===== src/rtl/mux_stream_nway_pkg.sv =====
// rtl/mux_stream_nway_pkg.sv - shared mode constants and width helper for the stream mux
package mux_pkg;

    localparam int MODE_SEL = 0;
    localparam int MODE_RR  = 1;

    // Select/channel-id width; never zero so a 1-bit field exists even for tiny N.
    function automatic int clog2_min1(input int n);
        return (n < 2) ? 1 : $clog2(n);
    endfunction

endpackage


===== src/rtl/mux_stream_nway_if.sv =====
// rtl/mux_stream_nway_if.sv - N-channel input and single output handshake bundle
interface mux_stream_nway_if
    import mux_pkg::*;
#(
    parameter int WIDTH = 16,
    parameter int N     = 4
);
    localparam int SEL_W = clog2_min1(N);

    logic [N*WIDTH-1:0] in_data;
    logic [N-1:0]       in_valid;
    logic [N-1:0]       in_ready;
    logic [SEL_W-1:0]   sel;
    logic [WIDTH-1:0]   out_data;
    logic [SEL_W-1:0]   out_chan;
    logic               out_valid;
    logic               out_ready;

    // Design side: consumes channel inputs, drives the registered output.
    modport slave (
        input  in_data, in_valid, sel, out_ready,
        output in_ready, out_data, out_chan, out_valid
    );

    // Environment side: producers plus the downstream consumer.
    modport master (
        output in_data, in_valid, sel, out_ready,
        input  in_ready, out_data, out_chan, out_valid
    );
endinterface


===== src/rtl/mux_stream_nway_rr_arbiter.sv =====
// rtl/mux_stream_nway_rr_arbiter.sv - rotating-priority arbiter with its own pointer register
module rr_arbiter
    import mux_pkg::*;
#(
    parameter int  N     = 4,
    localparam int SEL_W = clog2_min1(N)
) (
    input  logic             clk,
    input  logic             rst_n,
    input  logic [N-1:0]     req_i,
    input  logic             advance_i,
    output logic [N-1:0]     grant_onehot_o,
    output logic [SEL_W-1:0] grant_idx_o
);

    logic [SEL_W-1:0] ptr_q;
    logic [SEL_W-1:0] ptr_d;
    logic [SEL_W:0]   cand;
    logic             found;

    // Scan from ptr+1 circularly; the extra bit in cand absorbs ptr+k before wrapping.
    always_comb begin
        grant_onehot_o = '0;
        grant_idx_o    = '0;
        found          = 1'b0;
        cand           = '0;
        for (int k = 1; k <= N; k++) begin
            cand = {1'b0, ptr_q} + (SEL_W+1)'(k);
            if (cand >= (SEL_W+1)'(N)) begin
                cand = cand - (SEL_W+1)'(N);
            end
            if (!found && req_i[cand[SEL_W-1:0]]) begin
                found                              = 1'b1;
                grant_onehot_o[cand[SEL_W-1:0]]    = 1'b1;
                grant_idx_o                        = cand[SEL_W-1:0];
            end
        end
    end

    // Pointer moves to the winner only when its word was actually taken.
    always_comb begin
        ptr_d = advance_i ? grant_idx_o : ptr_q;
    end

    // Pointer register; N-1 after reset so channel 0 wins first.
    always_ff @(posedge clk or negedge rst_n) begin
        if (!rst_n) begin
            ptr_q <= SEL_W'(N - 1);
        end else begin
            ptr_q <= ptr_d;
        end
    end

endmodule


===== src/rtl/mux_stream_nway.sv =====
// rtl/mux_stream_nway.sv - N-way valid/ready stream mux with registered one-entry output
module mux_stream_nway
    import mux_pkg::*;
#(
    parameter int WIDTH = 16,
    parameter int N     = 4,
    parameter int MODE  = MODE_SEL
) (
    input  logic              clk,
    input  logic              rst_n,
    mux_stream_nway_if.slave  bus
);

    localparam int SEL_W = clog2_min1(N);

    if (N < 2 || N > 16) begin : g_bad_n
        $error("mux_stream_nway: N must be in 2..16");
    end

    logic [N-1:0]     grant_onehot;
    logic [SEL_W-1:0] grant_idx;
    logic [N-1:0]     in_ready_w;
    logic             load_en;
    logic             in_xfer;
    logic [WIDTH-1:0] word_sel;

    logic [WIDTH-1:0] out_data_q, out_data_d;
    logic [SEL_W-1:0] out_chan_q, out_chan_d;
    logic             out_valid_q, out_valid_d;

    if (MODE == MODE_RR) begin : g_rr
        rr_arbiter #(.N(N)) u_arb (
            .clk            (clk),
            .rst_n          (rst_n),
            .req_i          (bus.in_valid),
            .advance_i      (in_xfer),
            .grant_onehot_o (grant_onehot),
            .grant_idx_o    (grant_idx)
        );
        logic unused_sel;
        assign unused_sel = ^bus.sel;
    end else begin : g_sel
        // Out-of-range select decodes to no grant at all.
        for (genvar i = 0; i < N; i++) begin : g_dec
            assign grant_onehot[i] = (bus.sel == SEL_W'(i));
        end
        assign grant_idx = bus.sel;
    end

    assign load_en    = !out_valid_q || bus.out_ready;
    assign in_ready_w = grant_onehot & {N{load_en}};
    assign in_xfer    = |(in_ready_w & bus.in_valid);

    // AND-OR word select over the one-hot grant.
    always_comb begin
        word_sel = '0;
        for (int i = 0; i < N; i++) begin
            word_sel = word_sel | (bus.in_data[i*WIDTH +: WIDTH] & {WIDTH{grant_onehot[i]}});
        end
    end

    // Load on input transfer, otherwise drop valid once the consumer takes the word.
    always_comb begin
        out_data_d  = out_data_q;
        out_chan_d  = out_chan_q;
        out_valid_d = out_valid_q;
        if (in_xfer) begin
            out_data_d  = word_sel;
            out_chan_d  = grant_idx;
            out_valid_d = 1'b1;
        end else if (out_valid_q && bus.out_ready) begin
            out_valid_d = 1'b0;
        end
    end

    // Output stage register; reset discards any pending word.
    always_ff @(posedge clk or negedge rst_n) begin
        if (!rst_n) begin
            out_data_q  <= '0;
            out_chan_q  <= '0;
            out_valid_q <= 1'b0;
        end else begin
            out_data_q  <= out_data_d;
            out_chan_q  <= out_chan_d;
            out_valid_q <= out_valid_d;
        end
    end

    assign bus.in_ready  = in_ready_w;
    assign bus.out_data  = out_data_q;
    assign bus.out_chan  = out_chan_q;
    assign bus.out_valid = out_valid_q;

endmodule


===== src/flat_wrapper.sv =====
// flat-port wrapper written by rule: the top's interface ports become plain ports
module mux_stream_nway_flat import mux_pkg::*;
#(
    parameter int WIDTH = 16,
    parameter int N     = 4,
    parameter int MODE  = MODE_SEL
)
  (clk, rst_n, bus_in_data, bus_in_valid, bus_sel, bus_out_ready, bus_in_ready, bus_out_data, bus_out_chan, bus_out_valid);
  mux_stream_nway_if #(.WIDTH(WIDTH), .N(N)) bus_i ();
  input  logic clk;
  input  logic rst_n;
  input wire logic [$bits(bus_i.in_data)-1:0] bus_in_data;
  input wire logic [$bits(bus_i.in_valid)-1:0] bus_in_valid;
  input wire logic [$bits(bus_i.sel)-1:0] bus_sel;
  input wire logic [$bits(bus_i.out_ready)-1:0] bus_out_ready;
  output wire logic [$bits(bus_i.in_ready)-1:0] bus_in_ready;
  output wire logic [$bits(bus_i.out_data)-1:0] bus_out_data;
  output wire logic [$bits(bus_i.out_chan)-1:0] bus_out_chan;
  output wire logic [$bits(bus_i.out_valid)-1:0] bus_out_valid;
  assign bus_i.in_data = bus_in_data;
  assign bus_i.in_valid = bus_in_valid;
  assign bus_i.sel = bus_sel;
  assign bus_i.out_ready = bus_out_ready;
  assign bus_in_ready = bus_i.in_ready;
  assign bus_out_data = bus_i.out_data;
  assign bus_out_chan = bus_i.out_chan;
  assign bus_out_valid = bus_i.out_valid;
  mux_stream_nway #(.WIDTH(WIDTH), .N(N), .MODE(MODE)) u_core (.clk(clk), .rst_n(rst_n), .bus(bus_i));
endmodule

===== config.mk =====
export PLATFORM = sky130hd
export DESIGN_NAME = mux_stream_nway_flat
export DESIGN_NICKNAME = d
export VERILOG_FILES = /design/src/rtl/mux_stream_nway_pkg.sv /design/src/rtl/mux_stream_nway_if.sv /design/src/rtl/mux_stream_nway_rr_arbiter.sv /design/src/rtl/mux_stream_nway.sv /design/src/flat_wrapper.sv
export SDC_FILE = /design/constraint.sdc
export NUM_CORES = 1
export LEC_CHECK = 0
export CORE_ASPECT_RATIO = 0.8
export CORE_UTILIZATION = 30
export DETAILED_ROUTE_END_ITERATION = 8
export HOLD_SLACK_MARGIN = 0.15
export PLACE_DENSITY_LB_ADDON = 0.12
export SLEW_MARGIN = 40
export SYNTH_ARGS = -nofsm -noshare
export SYNTH_HDL_FRONTEND = slang
export SYNTH_SLANG_ARGS = --single-unit

===== constraint.sdc =====
create_clock -name clk -period 1.55 [get_ports clk]
set_input_delay 0.155 -clock clk [delete_from_list [all_inputs] [get_ports clk]]
set_output_delay 0.155 -clock clk [all_outputs]
set_load 0.05 [all_outputs]

==> flow_summary.ini <==
[outcome]
status = completed

[routing]
antenna_left = 0
wl_per_cell_um = 14.38
firstDrtPassIters = 4
drt_wl_total_mm = 3.351
drt_iter0_markers = 35
via_per_inst = 4.558
num_vias = 1062
drc = 0

[die]
dieArea_um2 = 4336
core_area_um2 = 3854
num_rows = 20
num_io_pins = 96
start_util_pct = 31.72
die_w_um = 73.37
dieHeight_um = 59.10

[place]
port_buffers = 95
routabilityCongestion = 0.6847
post-dp-hpwl_mm = 2.849
dp_cells = 229

[logic_synthesis]
synth_area_per_cell_um2 = 16.75
syn-cell-area_um2 = 1222
synth_fp_nets = 146
ys_types = 21
yosysSeqAreaShare_pct = 38.89
yosys_warnings = 0
ys_ff_latch = 19
syn_inst = 73

[layout]
antenna_cells = 0
n_fill_cell = 344
stdcell_count = 233
area_growth_pct = 95.50
drive_above_1_share_pct = 44.94
finalNetCount = 252

[timing]
rsz0062_at_grt = yes
tightest_slew_ns = 0.2733
max_freq_mhz = 662.4
hold_slack_ns = 0.2320
relSlewSlack_pct = 81.26
setup_viol = 0
fin_worst_skew_ns = 0.002232
fin_crit_sh_pct = 97.39
layout_min_cycle_time_ns = 1.510
final_hold_viol_count = 0
finalMaxSlewViolations = 0

[worst_setup_path]
start_kind = flip-flop
reg2reg_from = u_core.bus.out_valid
cp_data_arrival_time_ns = 1.35
critical_path.top_delay_family = flip-flops
slowest_stage = dfrtp_2
r2r_cells = 5
path_class = reg2out
critPathMaxFanout = 3
r2r_slack_ns = 0.06
path_buf_inv = 2
required_ns = 1.39
critPathMaxStageDelay_ns = 0.43
r2r-end = u_core.bus.out_data[4]
cp_cell_sequence = nor2b_4 -> buf_4 -> nor3b_4 -> buf_12
end_kind = output port

[clock_network]
cts_setup_buffers = 0
cts_tree = built
clock_latency_ns = 0.25
cts_buffers = 3
cts_root_buf = clkbuf_8
cts_hold_buf = 0
clkSinkCount = 19
ctsLongestPathBuffers = 2
h-tree-depth = 1
cts.reportedPaths.clkPinSlew_ns = 0.07

[global_routing]
met2_usage_pct = 31.08
grt.total_usage_pct = 16.95
antenna_found_initial = 0
grt_max_degree = 20
top_usage_layer = met2
grt_pass1_wl_mm = 5.395
met1_usage_pct = 19.04
overflow = 0
met3_usage_pct = 6.293
grt_pass1_vias = 1165

[power]
total_power_mw = 2.363
p_leak_nw = 1.008
vdd_ir_drop_max_mv = 0.4554
power_per_cell_area_nw_per_um2 = 988.9

[flow_run]
maxCapViolations = 0

[min_path]
hold_class = in2async
[metrics by stage]
step / cell area, um^2 / utilization [%] / TNS, ns / worst slack [ns]
4_1_cts: 2361 / 61.27 / -0.005896 / -0.003209
5_1_grt: 2390 / 62.01 / -0.007873 / -0.007873
3_3_place_gp: 2310 / 59.94 / -6.004 / -0.3556
3_5_place_dp: 2310 / 59.94 / -6.663 / -0.4069
2_1_floorplan: 1244 / - / -1.754 / -0.1531
6_report: 2390 / 62.01 / 0 / 0.04044
[worst max path at each step]
stage	startpoint	endpoint	slack, ns	depth (start not counted)
finish	u_core.bus.out_valid	bus_in_ready[1]	0.04	4
global route	u_core.bus.out_valid	bus_in_ready[1]	-0.008	4
CTS	bus_sel[1]	bus_in_ready[1]	-0.003	5
detailed placement	bus_sel[0]	u_core.bus.out_data[0]	-0.41	5
global placement	bus_sel[0]	u_core.bus.out_data[2]	-0.36	5
floorplan	u_core.bus.out_valid	u_core.bus.out_data[10]	-0.15	5
[kinds of logic after synthesis]
group	synth area share, %
AND/OR/NAND/NOR	4.709
multiplexers	49.95
flip-flops	38.89
AO/OA/AOI/OAI	2.149
buffers and inverters	4.299
[synth_stat cells, drive strengths merged]
master,instances,area (um^2)
nor3,2,15.01
a31oi,1,21.27
nor2b,1,6.260
o21ai,1,5.000
mux2,18,240.2
nand3,1,5.000
dfrtp,19,475.5
nand2b,1,6.260
buf,4,41.29
nand2,2,7.510
clkbuf,2,7.510
nor2,1,3.750
and3,1,6.260
nor3b,1,7.510
mux4,16,360.4
inv,1,3.750
mux2i,1,10.01
[power by group]
part           total [mW]  internal [mW]  switching, mW
clock network       0.334          0.182          0.152
registers           0.703          0.625         0.0780
logic                1.33          0.612          0.713
total                2.36           1.42          0.943
[layout make-up]
class                           count  area [um^2]  share of cell area (%)
Sequential cell                    19        476.7                   19.95
Inverter                            1        3.754                  0.1571
Clock buffer                        4        45.04                   1.885
Multi-Input combinational cell     47        740.7                   30.99
Tap cell                           55        68.82                   2.880
Timing Repair Buffer              107         1055                   44.14
[worst register-to-register path, stage by stage (launching register included)]
cell and delay [ns]:
dfrtp_2 0.40, nor2b_4 0.18, nor3_4 0.06, a31oi_4 0.18
buf_4 0.20, mux2_2 0.34
[cells in the final DEF (no fill, tap or decap), types with 2 or more instances in the layout]
| cell type | Yosys | layout |
|---|---|---|
| buf_12 | 1 | 5 |
| buf_4 | 0 | 28 |
| buf_6 | 1 | 2 |
| clkbuf_8 | 0 | 3 |
| clkdlybuf4s50_1 | 0 | 70 |
| dfrtp_1 | 19 | 18 |
| mux2_2 | 8 | 8 |
| mux2_4 | 10 | 10 |
| mux4_2 | 16 | 16 |
| nand2_1 | 2 | 2 |
| nor3_4 | 0 | 2 |
[routing by layer]
| metal | wire [um] | part of all wire (%) | vias up |
|---|---|---|---|
| met1 | 1295 | 39 | 509 |
| met3 | 293 | 8.7 | 2 |
| li1 | - | - | 500 |
| met5 | 0 | 0 | - |
| met2 | 1749 | 52 | 51 |
| met4 | 13 | 0.39 | 0 |
[flip-flops by register name, summed over array words and instances, names as in the netlist]
name / flops
u_core.bus.out_chan: 2
u_core.bus.out_data: 16
u_core.bus.out_valid: 1
[what timing repair did]
action,CTS,global route
gates resized for setup,3,5
pin swaps,0,0
endpoints found under the setup margin,21,5
Note: power is estimated with default switching activity, not from simulation.
